File: config.mk
export PLATFORM = sky130hd
export DESIGN_NAME = pipe_hazard_ctrl
export DESIGN_NICKNAME = d
export VERILOG_FILES = /design/src/rtl/pipe_hazard_ctrl.sv
export SDC_FILE = /design/constraint.sdc
export NUM_CORES = 1
export LEC_CHECK = 0
export BUFFER_PORTS_ARGS = -buffer_cell sky130_fd_sc_hd__buf_2
export CORE_MARGIN = 5
export CORE_UTILIZATION = 45
export CTS_CLUSTER_DIAMETER = 60
export DETAILED_ROUTE_END_ITERATION = 8
export PLACE_DENSITY = 0.88
export SKIP_LAST_GASP = 1
export SYNTH_ARGS = -nofsm -noshare
export SYNTH_HDL_FRONTEND = slang
export SYNTH_SLANG_ARGS = --single-unit
File: constraint.sdc
create_clock -name clk -period 2.54 [get_ports clk]
set_input_delay 0.508 -clock clk [delete_from_list [all_inputs] [get_ports clk]]
set_output_delay 0.508 -clock clk [all_outputs]
set_load 0.01 [all_outputs]
File: src/rtl/pipe_hazard_ctrl.sv
// pipe_hazard_ctrl: hazard/stall sequencer for the 5-stage pipeline.
// Generates PC / pipeline-register enables and bubble/flush strobes from
// load-use, taken-branch and MDU-busy conditions, and times the multi-cycle
// mult/div unit with a down-counter.
// Optional feature: define PIPE_PERF_CNT_EN to add the stall_cycles counter
// (and its PERF_W parameter / output port).
module pipe_hazard_ctrl #(
  parameter int MDU_LAT = 32,
  parameter int CNT_W   = 6
`ifdef PIPE_PERF_CNT_EN
  , parameter int PERF_W = 32
`endif
) (
  input  logic              clk,
  input  logic              rst,
  input  logic [4:0]        id_rs,
  input  logic [4:0]        id_rt,
  input  logic              id_use_rs,
  input  logic              id_use_rt,
  input  logic              ex_mem_read,
  input  logic [4:0]        ex_rd,
  input  logic              ex_branch_taken,
  input  logic              id_mdu_start,
  input  logic              id_mdu_rd,
  output logic              pc_ena,
  output logic              ifid_ena,
  output logic              idex_ena,
  output logic              exmem_ena,
  output logic              memwb_ena,
  output logic              ifid_flush,
  output logic              idex_flush,
  output logic              mdu_start,
  output logic              mdu_busy,
  output logic              mdu_done
`ifdef PIPE_PERF_CNT_EN
  , output logic [PERF_W-1:0] stall_cycles
`endif
);

  typedef enum logic {IDLE = 1'b0, MDU_RUN = 1'b1} state_t;

  state_t            state_q, state_d;
  logic [CNT_W-1:0]  cnt_q, cnt_d;
  logic              done_d;
  logic              flush, lu_haz, mdu_haz, haz;

  // Hazard detection; flush wins over either stall source.
  always_comb begin
    flush   = ex_branch_taken;
    mdu_haz = mdu_busy & (id_mdu_rd | id_mdu_start);
    lu_haz  = ex_mem_read & (ex_rd != 5'd0) &
              ((id_use_rs & (id_rs == ex_rd)) | (id_use_rt & (id_rt == ex_rd)));
    haz     = ~flush & (mdu_haz | lu_haz);
  end

  // Enables and strobes; everything is forced quiet while reset is held.
  always_comb begin
    pc_ena     = ~rst & ~haz;
    ifid_ena   = ~rst & ~haz;
    idex_ena   = ~rst;
    exmem_ena  = ~rst;
    memwb_ena  = ~rst;
    ifid_flush = ~rst & flush;
    idex_flush = ~rst & (flush | haz);
    mdu_start  = id_mdu_start & ~mdu_busy & ~flush & ~lu_haz & ~rst;
  end

  assign mdu_busy = (state_q == MDU_RUN);

  // MDU sequencer next state: load counter on launch, count down, pulse done at zero.
  always_comb begin
    state_d = state_q;
    cnt_d   = cnt_q;
    done_d  = 1'b0;
    case (state_q)
      IDLE: begin
        if (mdu_start) begin
          state_d = MDU_RUN;
          cnt_d   = CNT_W'(MDU_LAT - 1);
        end
      end
      MDU_RUN: begin
        if (cnt_q == '0) begin
          state_d = IDLE;
          done_d  = 1'b1;
        end else begin
          cnt_d = cnt_q - 1'b1;
        end
      end
      default: state_d = IDLE;
    endcase
  end

  // MDU sequencer state; reset aborts any run in progress.
  always_ff @(posedge clk) begin
    if (rst) begin
      state_q  <= IDLE;
      cnt_q    <= '0;
      mdu_done <= 1'b0;
    end else begin
      state_q  <= state_d;
      cnt_q    <= cnt_d;
      mdu_done <= done_d;
    end
  end

`ifdef PIPE_PERF_CNT_EN
  // Stall cycle counter: one tick per cycle the PC is held (reset excluded).
  always_ff @(posedge clk) begin
    if (rst)          stall_cycles <= '0;
    else if (!pc_ena) stall_cycles <= stall_cycles + 1'b1;
  end
`endif

endmodule

## Word-level counts from Yosys, hierarchy flattened

Cells that the tools add are included.

| storage, ports and cells | value |
|---|---|
| logic and storage cells | 41 |
| bits in registers | 8 |
| output and inout bits | 10 |
| input bits | 23 |

| operators by class | value |
|---|---|
| multiplexer cells | 7 |
| reduce and logical (&&, ||, !) cells | 4 |
| eq/ne operators | 4 |
| bitwise logic cells | 22 |
| add/subtract/negate cells | 1 |

Operators by type and width:

| kind | number |
|---|---|
| bitwise AND 1 bit | 13 |
| two-way mux 6 bit | 2 |
| one-hot mux 6 bit (2 select lines) | 1 |
| equality test 5 bit | 2 |
| zero test 6 bit | 1 |
| subtractor 6 x 1 -> 6 bit (second input constant) | 1 |
| inverter 1 bit | 5 |
| nonzero test 5 bit | 1 |
| != test 2 bit (second input constant) | 2 |
| OR 1 bit | 4 |
| two-way mux 1 bit | 3 |
| one-hot mux 1 bit (2 select lines) | 1 |
| AND reduction 2 bit | 1 |
| OR reduction 2 bit | 1 |

## Longest topological paths before layout

Gate-level depths: netlist (run 1).

| depth | value |
|---|---|
| depth in word-level cells | 9 |
| mapped depth | 7 |
| mapped depth without buffers | 6 |

## Least setup slack after synthesis (run 1)

No wires, ideal clock.

| timing path | value |
|---|---|
| path kind | input to output |
| start | in ex_rd[1] |
| end | out pc_ena |
| data arrival time | 1.851 ns |
| setup slack | 0.181 ns |
| stages | 5 |
| data required time | 2.032 ns |
| path buffers | 1 |
| cell sequence | or4_1 o21ai_1 nor2_1 a21oi_1 buf_4 |

| on the way | value |
|---|---|
| word-level cells in the longest chain between the ends | 8 |
| elaborated cells on any way between the ends | 12 |
| classes of those cells | 2 x eq/ne; 9 x bitwise; 1 x reduce/logical |

Ends and longest elaborated chain:

| what | line | source |
|---|---|---|
| start: declaration | 21 | `input logic [4:0] ex_rd,` |
| equality test 5 bit | 52 | `((id_use_rs & (id_rs == ex_rd)) \| (id_use_rt & (id_rt == ex_rd)));` |
| bitwise AND 1 bit | 52 |  |
| OR 1 bit | 52 |  |
| bitwise AND 1 bit (*) | 51 | `lu_haz = ex_mem_read & (ex_rd != 5'd0) &` |
| OR 1 bit (*) | 53 | `haz = ~flush & (mdu_haz \| lu_haz);` |
| bitwise AND 1 bit (*) | 53 |  |
| inverter 1 bit (*) | -- |  |
| bitwise AND 1 bit (*) | -- |  |
| end: declaration | 25 | `output logic pc_ena,` |

Every way passes the cells marked *; elsewhere a longest branch is shown, timed or not.

## Final worst setup path (run 1)

| timing path | value |
|---|---|
| start | in ex_rd[1] |
| end | out idex_flush |

| on the way | value |
|---|---|
| word-level cells in the longest chain between the ends | 8 |
| elaborated cells on any way between the ends | 12 |
| classes of those cells | 2 x eq/ne; 9 x bitwise; 1 x reduce/logical |

Ends and longest elaborated chain:

| what | line | source |
|---|---|---|
| equality test 5 bit | 52 |  |
| bitwise AND 1 bit | 52 |  |
| OR 1 bit | 52 |  |
| bitwise AND 1 bit (*) | 51 |  |
| OR 1 bit (*) | 53 |  |
| bitwise AND 1 bit (*) | 53 |  |
| OR 1 bit (*) | 64 | `idex_flush = ~rst & (flush \| haz);` |
| bitwise AND 1 bit (*) | 64 |  |
| end: declaration | 31 | `output logic idex_flush,` |

Marks and branches as above.

==> results of run 1 <==
==> worst min-delay path: cells and delay by family (launching register included) <==
kind,cells,cell delay (ns)
flip-flops,1,0.34
AO/OA/AOI/OAI,1,0.08
buffers and inverters,1,0.10
==> layer usage <==
metal  routed length [µm]  global-route usage, %  share of wire, %  vias to the layer above
met5                    0                      0                 0                        -
met4                    7                  3.930              0.40                        0
met3                  115                  2.108               6.5                        2
met2                  936                  25.64                53                       33
met1                  699                  17.06                40                      344
li1                     -                      -                 -                      381
==> power groups by stage <==
| stage | Sequential, W | Clock, W | Combinational, W |
|---|---|---|---|
| floorplan | 0.000145 | 0 | 0.0000946 |
| global placement | 0.000148 | 0 | 0.000130 |
| detailed placement | 0.000149 | 0 | 0.000134 |
| CTS | 0.000146 | 0.000101 | 0.000135 |
| global route | 0.000148 | 0.000106 | 0.000150 |
| finish | 0.000146 | 0.000100 | 0.000134 |
==> Yosys cell counts, types with 2 or more instances <==
master,count
dfxtp_1,8
o21ai_0,3
o21a_1,2
nor2_1,5
nand2_1,2
nand4_1,2
buf_4,5
ha_1,2
a21oi_1,4
nor3b_1,3
a211oi_1,2
a21o_1,2
xnor2_1,13
nor3_1,7
or4_1,3
inv_1,3
==> sequential cells by signal (all words and copies together) (netlist names) <==
signal and count:
cnt_q 6, mdu_done 1, mdu_busy 1
==> cell families after synthesis <==
logic type | count (synthesis) | share of synthesized area (%)
flip-flops | 8 | 22.78
multiplexers | 1 | 1.601
adder cells (fa/ha/maj) | 2 | 3.558
AO/OA/AOI/OAI | 24 | 23.49
XOR/XNOR | 13 | 16.19
AND/OR/NAND/NOR | 28 | 24.73
buffers and inverters | 9 | 7.651
==> worst min-delay path by stage <==
stage | startpoint | to | slack [ns] | depth (start not counted)
6_report | cnt_q[1]$_SDFFE_PP0P_ | cnt_q[1]$_SDFFE_PP0P_ | 0.57 | 2
3_3_place_gp | cnt_q[1]$_SDFFE_PP0P_ | cnt_q[1]$_SDFFE_PP0P_ | 0.55 | 2
2_1_floorplan | cnt_q[1]$_SDFFE_PP0P_ | cnt_q[1]$_SDFFE_PP0P_ | 0.51 | 2
3_5_place_dp | cnt_q[1]$_SDFFE_PP0P_ | cnt_q[1]$_SDFFE_PP0P_ | 0.56 | 2
5_1_grt | rst | mdu_done$_SDFF_PP0_ | 0.59 | 2
4_1_cts | cnt_q[1]$_SDFFE_PP0P_ | cnt_q[1]$_SDFFE_PP0P_ | 0.56 | 2
==> metrics by stage <==
| step | setup WS [ns] | utilization (%) | total power [W] | cell area, µm² |
|---|---|---|---|---|
| after CTS | 0.1756 | 59.50 | 0.0003818 | 885.9 |
| after global routing | 0.1335 | 59.50 | 0.0004035 | 885.9 |
| after floorplan | 0.1812 | - | 0.0002400 | 703.2 |
| final | 0.1707 | 59.50 | 0.0003801 | 885.9 |
| after detailed placement | 0.1825 | 57.98 | 0.0002823 | 863.3 |
| after global placement | 0.1894 | 57.98 | 0.0002779 | 863.3 |
==> area by class of cell <==
cell class                 instances  area share [%]
multi-input combinational         68           55.23
tap                               16           2.260
sequential                         8           18.08
inverter                           3           1.271
timing repair buffer              35           20.62
clock buffer                       3           2.542
==> results.json, run 1 <==
{
  "outcome": "finished clean",
  "switching_share_pct": 32.01,
  "root_buffer": "clkbuf_4",
  "routedWlPerCell_um": 13.22,
  "die_w_um": 49.53,
  "arrival_ns": 1.86,
  "p_switching_w": 0.0001217,
  "place_congestion": 0.8389,
  "rsz0062_at_grt": "no",
  "postSynthAreaPerCell_um2": 8.273,
  "hold_violations": 0,
  "syn_area_um2": 703.2,
  "htreeDepth": 1,
  "cts_buffers": 3,
  "pwr-share-clk_pct": 26.3,
  "cts_buffer_depth": 2,
  "ys_ff_latch": 8,
  "critPathBufInv": 2,
  "finalNetCount": 144,
  "synth_flop_cell": "dfxtp_1",
  "cts_post_setup_buffers_inserted": 0,
  "yosysWarnings": 0,
  "regToRegEndpoint": "cnt_q[0]$_SDFFE_PP0P_",
  "synth.distinct_cells": 35,
  "dp_hpwl_um": 1434,
  "hp-class": "reg2reg",
  "worstPathRequired_ns": 2.03,
  "seq_area_frac_synth_pct": 22.78,
  "layout_commonest_cell": "buf_2",
  "synth_edf_count": 0,
  "worstPathMaxFanout": 3,
  "cp-start-kind": "input pin",
  "pwr-share-comb_pct": 35.2,
  "finalCritPeriodShare_pct": 93.28,
  "drt_wl_total_um": 1758,
  "io_buffers": 32,
  "final_cells": 133,
  "syn-instance-count": 85,
  "slowest_stage": "or4_1",
  "finalSetupViolCount": 0,
  "cellInternalPower_w": 0.0002584,
  "drtIter0Drc": 14,
  "synth_top_area_share_pct": 22.78,
  "finalSetupTns_ns": 0,
  "crit_start": "ex_rd[1]",
  "regArea_um2": 160.2,
  "power_leakage_nw": 0.3897,
  "area_growth_pct": 25.98,
  "synth_top_cell_by_area": "dfxtp_1",
  "antenna_found_initial": 0,
  "cts_tree": "built",
  "max_stage_delay_ns": 0.56,
  "cp.depth": 5,
  "numClockSinks": 8,
  "seq_power_share_pct": 38.5,
  "num_rows": 14,
  "crit_path_end": "idex_flush",
  "diodes": 0,
  "multiInputGateArea_um2": 489.2,
  "crit_family": "simple AND/OR/NAND/NOR gates",
  "vias_per_cell": 5.714,
  "grt_usage_pct": 14.20,
  "async_reset_ff_share_pct": 0,
  "power_density_mw_per_mm2": 429.1,
  "ctsResizeCount": 0,
  "hold_slack_ns": 0.5674,
  "rr_worst_depth": 6,
  "core_mm2": 0.001489,
  "path_cells": "buf_2, or4_1, o21a_1, a311o_1, buf_2",
  "ios": 33,
  "drc_errors": 0,
  "r2r_setup_slack_ns": 0.58,
  "cts_hold_buf": 0,
  "final_max_slew_viol_count": 0,
  "dr.pass1.iters": 4,
  "clk_pin_slew_ns": 0.06,
  "drive_gt1_share_pct": 35.90,
  "start_util_pct": 47.23,
  "dr_total_vias": 760,
  "max_freq_mhz": 422.1,
  "ant_nets": 0,
  "slew_headroom_pct": 71.74,
  "maxCapViolations": 0,
  "rr_startpoint": "cnt_q[0]$_SDFFE_PP0P_",
  "synthesis.nets": 110,
  "cpMostUsedCell": "buf_2",
  "grt_start_max_net_pins": 13,
  "ir_drop_v": 0.0001765,
  "fillers": 135,
  "place_inst": 130,
  "synth.area.top_cells": "dfxtp_1 23%, xnor2_1 16%, buf_4 5.3%",
  "crit_type": "in2out",
  "worst_clock_skew_ns": 0.01143,
  "mostFrequentLayoutCells": "32 x buf_2, 13 x xnor2_1, 8 x dfxtp_1, 7 x nor3_1, 5 x nor2_1",
  "grt_pass1_wl_um": 2863,
  "grt_overflow": 0,
  "finalCriticalPeriod_ns": 2.369,
  "dieArea_mm2": 0.002453,
  "die_h_um": 49.53,
  "tightest_slew_ns": 0.4240,
  "cp-end-kind": "primary output",
  "insertion_delay_ns": 0.26,
  "grt_pass1_vias": 687
}
Power figures use the tool's default switching activity.
==> run 2: changes to the inputs <==
Settings changed: ABC_AREA set to 1, PLACE_DENSITY 0.88 to 0.87.
==> results.json, run 2 <==
{
  "dieArea_mm2": 0.002523,
  "rr_startpoint": "cnt_q[0]$_SDFFE_PP0P_",
  "ys_ff_latch": 8,
  "final_max_slew_viol_count": 0,
  "cts_post_setup_buffers_inserted": 0,
  "async_reset_ff_share_pct": 0,
  "htreeDepth": 1,
  "die_h_um": 50.23,
  "finalNetCount": 193,
  "synth_xor_area_share_pct": 0,
  "cts_buffers": 3,
  "cts_buffer_depth": 2,
  "place_inst": 179,
  "syn-instance-count": 136,
  "synth_flop_cell": "dfxtp_1",
  "seq_area_frac_synth_pct": 21.99,
  "finalCriticalPeriod_ns": 2.044,
  "drt_wl_total_um": 1814,
  "io_buffers": 32,
  "arrival_ns": 1.54,
  "worstPathMaxFanout": 4,
  "insertion_delay_ns": 0.26,
  "crit_type": "in2out",
  "top_register": "cnt_q",
  "postPlaceCellArea_um2": 867.1,
  "yosysWarnings": 0,
  "start_util_pct": 47.78,
  "place_congestion": 0.8512,
  "power_leakage_nw": 0.5563,
  "synthAdderAreaFrac_pct": 3.436,
  "finalCritPeriodShare_pct": 80.49,
  "synth_top_family_by_area": "simple AND/OR/NAND/NOR gates",
  "vias_per_cell": 4.709,
  "synth_top_area_share_pct": 26.80,
  "numClockSinks": 8,
  "power_density_mw_per_mm2": 430.0,
  "synth.distinct_cells": 18,
  "min_to": "cnt_q[5]$_SDFFE_PP0P_",
  "min_path_cells": 2,
  "worstPathRequired_ns": 2.03,
  "tightest_slew_ns": 0.3803,
  "multiInputGateArea_um2": 432.9,
  "rr_worst_depth": 8,
  "fillers": 155,
  "grt_pass1_vias": 775,
  "cp-end-kind": "primary output",
  "ir_drop_v": 0.0002396,
  "dr_total_vias": 857,
  "die_w_um": 50.23,
  "hp-class": "reg2reg",
  "max_freq_mhz": 489.1,
  "synth_top_cell_by_area": "nand2_1",
  "slew_headroom_pct": 74.61,
  "syn_area_um2": 728.2,
  "maxCapViolations": 0,
  "hold_violations": 0,
  "grt_usage_pct": 15.41,
  "postSynthAreaPerCell_um2": 5.354,
  "layout_commonest_cell": "nand2_1",
  "ios": 33,
  "synthesis.nets": 161,
  "num_rows": 14,
  "cts_hold_buf": 0,
  "regArea_um2": 160.2,
  "synthMuxAreaShare_pct": 0,
  "largest_reg_flops": 6,
  "fin_area_um2": 889.6,
  "clk_pin_slew_ns": 0.06,
  "worst_clock_skew_ns": 0.008714,
  "synth_edf_count": 0,
  "netlist_top_cells_count": "52 x nand2_1, 19 x inv_1, 19 x nor2_1",
  "cp-start-kind": "input pin",
  "drive_gt1_share_pct": 27.71,
  "area_growth_pct": 22.16,
  "finalSetupTns_ns": 0,
  "drtIter0Drc": 10,
  "mostFrequentLayoutCells": "52 x nand2_1, 32 x buf_2, 19 x inv_1, 19 x nor2_1, 11 x nand3_1",
  "final_core_util_pct": 58.37,
  "grt_start_max_net_pins": 12,
  "antenna_found_initial": 0,
  "rsz0062_at_grt": "no",
  "drc_errors": 0,
  "synth-simple-area-share_pct": 51.55,
  "synth_compound_area_share_pct": 4.467,
  "yosysMostFrequentCell": "nand2_1",
  "outcome": "finished clean",
  "r2r_setup_slack_ns": 1.16,
  "diodes": 0,
  "grt_pass1_wl_um": 3146,
  "final_cells": 182,
  "dp_hpwl_um": 1489,
  "root_buffer": "clkbuf_4",
  "cts_tree": "built",
  "hold_slack_ns": 0.5038,
  "hold_path_startpoint": "cnt_q[5]$_SDFFE_PP0P_",
  "finalSetupViolCount": 0,
  "ctsResizeCount": 0,
  "synth.area.top_cells": "nand2_1 27%, dfxtp_1 22%, inv_1 9.8%",
  "regToRegEndpoint": "cnt_q[2]$_SDFFE_PP0P_",
  "grt_overflow": 0,
  "ant_nets": 0,
  "dr.pass1.iters": 4,
  "core_mm2": 0.001524,
  "routedWlPerCell_um": 9.967
}
-- run 2: changes by cell type in the layout (fill, tap and decap cells not counted), moves of 6 or more --
cell     previous run  this run
nand2_1             2        52
inv_1               3        19
nor2_1              5        19
xnor2_1            13         0
nand3_1             0        11
inv_2               0         6
nor3_1              7         1
-- run 2: cell type report --
cell class                 count  share of cell area, %
inverter                      25                  10.55
multi-input combinational     98                  48.66
tap                           16                  2.250
timing repair buffer          32                  18.00
sequential                     8                  18.00
clock buffer                   3                  2.532
-- run 2: worst max path at each step --
stage,start,end
floorplan,ex_rd[3],pc_ena
global placement,ex_rd[3],ifid_ena
detailed placement,ex_rd[3],pc_ena
CTS,ex_rd[3],pc_ena
global route,ex_rd[2],pc_ena
finish,ex_rd[3],ifid_ena
-- run 2: cell families (layout without fill, tap and decap cells) --
kind of cell	count (synthesis)	in the layout
buffers and inverters	30	60
adders and majority gates	2	2
AOI/OAI and AO/OA	6	6
DFF	8	8
and+or+nand+nor	90	90
-- run 2: routing by layer --
metal,up-vias,track usage [%],wire [µm]
li1,468,-,-
met3,2,5.030,110
met4,0,3.493,9
met5,-,0,0
met1,368,19.22,796
met2,19,25.52,898
-- run 2: through the flow --
step           power [W]  setup WS (ns)
2_1_floorplan  0.0002398         0.6210
3_3_place_gp   0.0002763         0.5839
3_5_place_dp   0.0002807         0.5025
4_1_cts        0.0003864         0.4947
5_1_grt        0.0004168         0.3473
6_report       0.0003826         0.4956
-- run 2: worst max-delay path, cell delays in order --
cell and delay, ns:
buf_2 0.11, inv_2 0.07, nand4_1 0.09, o21ai_0 0.16, inv_1 0.07, a21oi_1 0.18
nor2_1 0.07, nor2_1 0.12, buf_2 0.16
-- run 2: where the power goes --
| group | internal (W) | switching (W) | leakage [nW] |
|---|---|---|---|
| sequential | 0.000137 | 0.00000943 | 0.0655 |
| clock | 0.0000545 | 0.0000488 | 0.0138 |
| combinational | 0.0000523 | 0.0000809 | 0.477 |
| total | 0.000243 | 0.000139 | 0.556 |
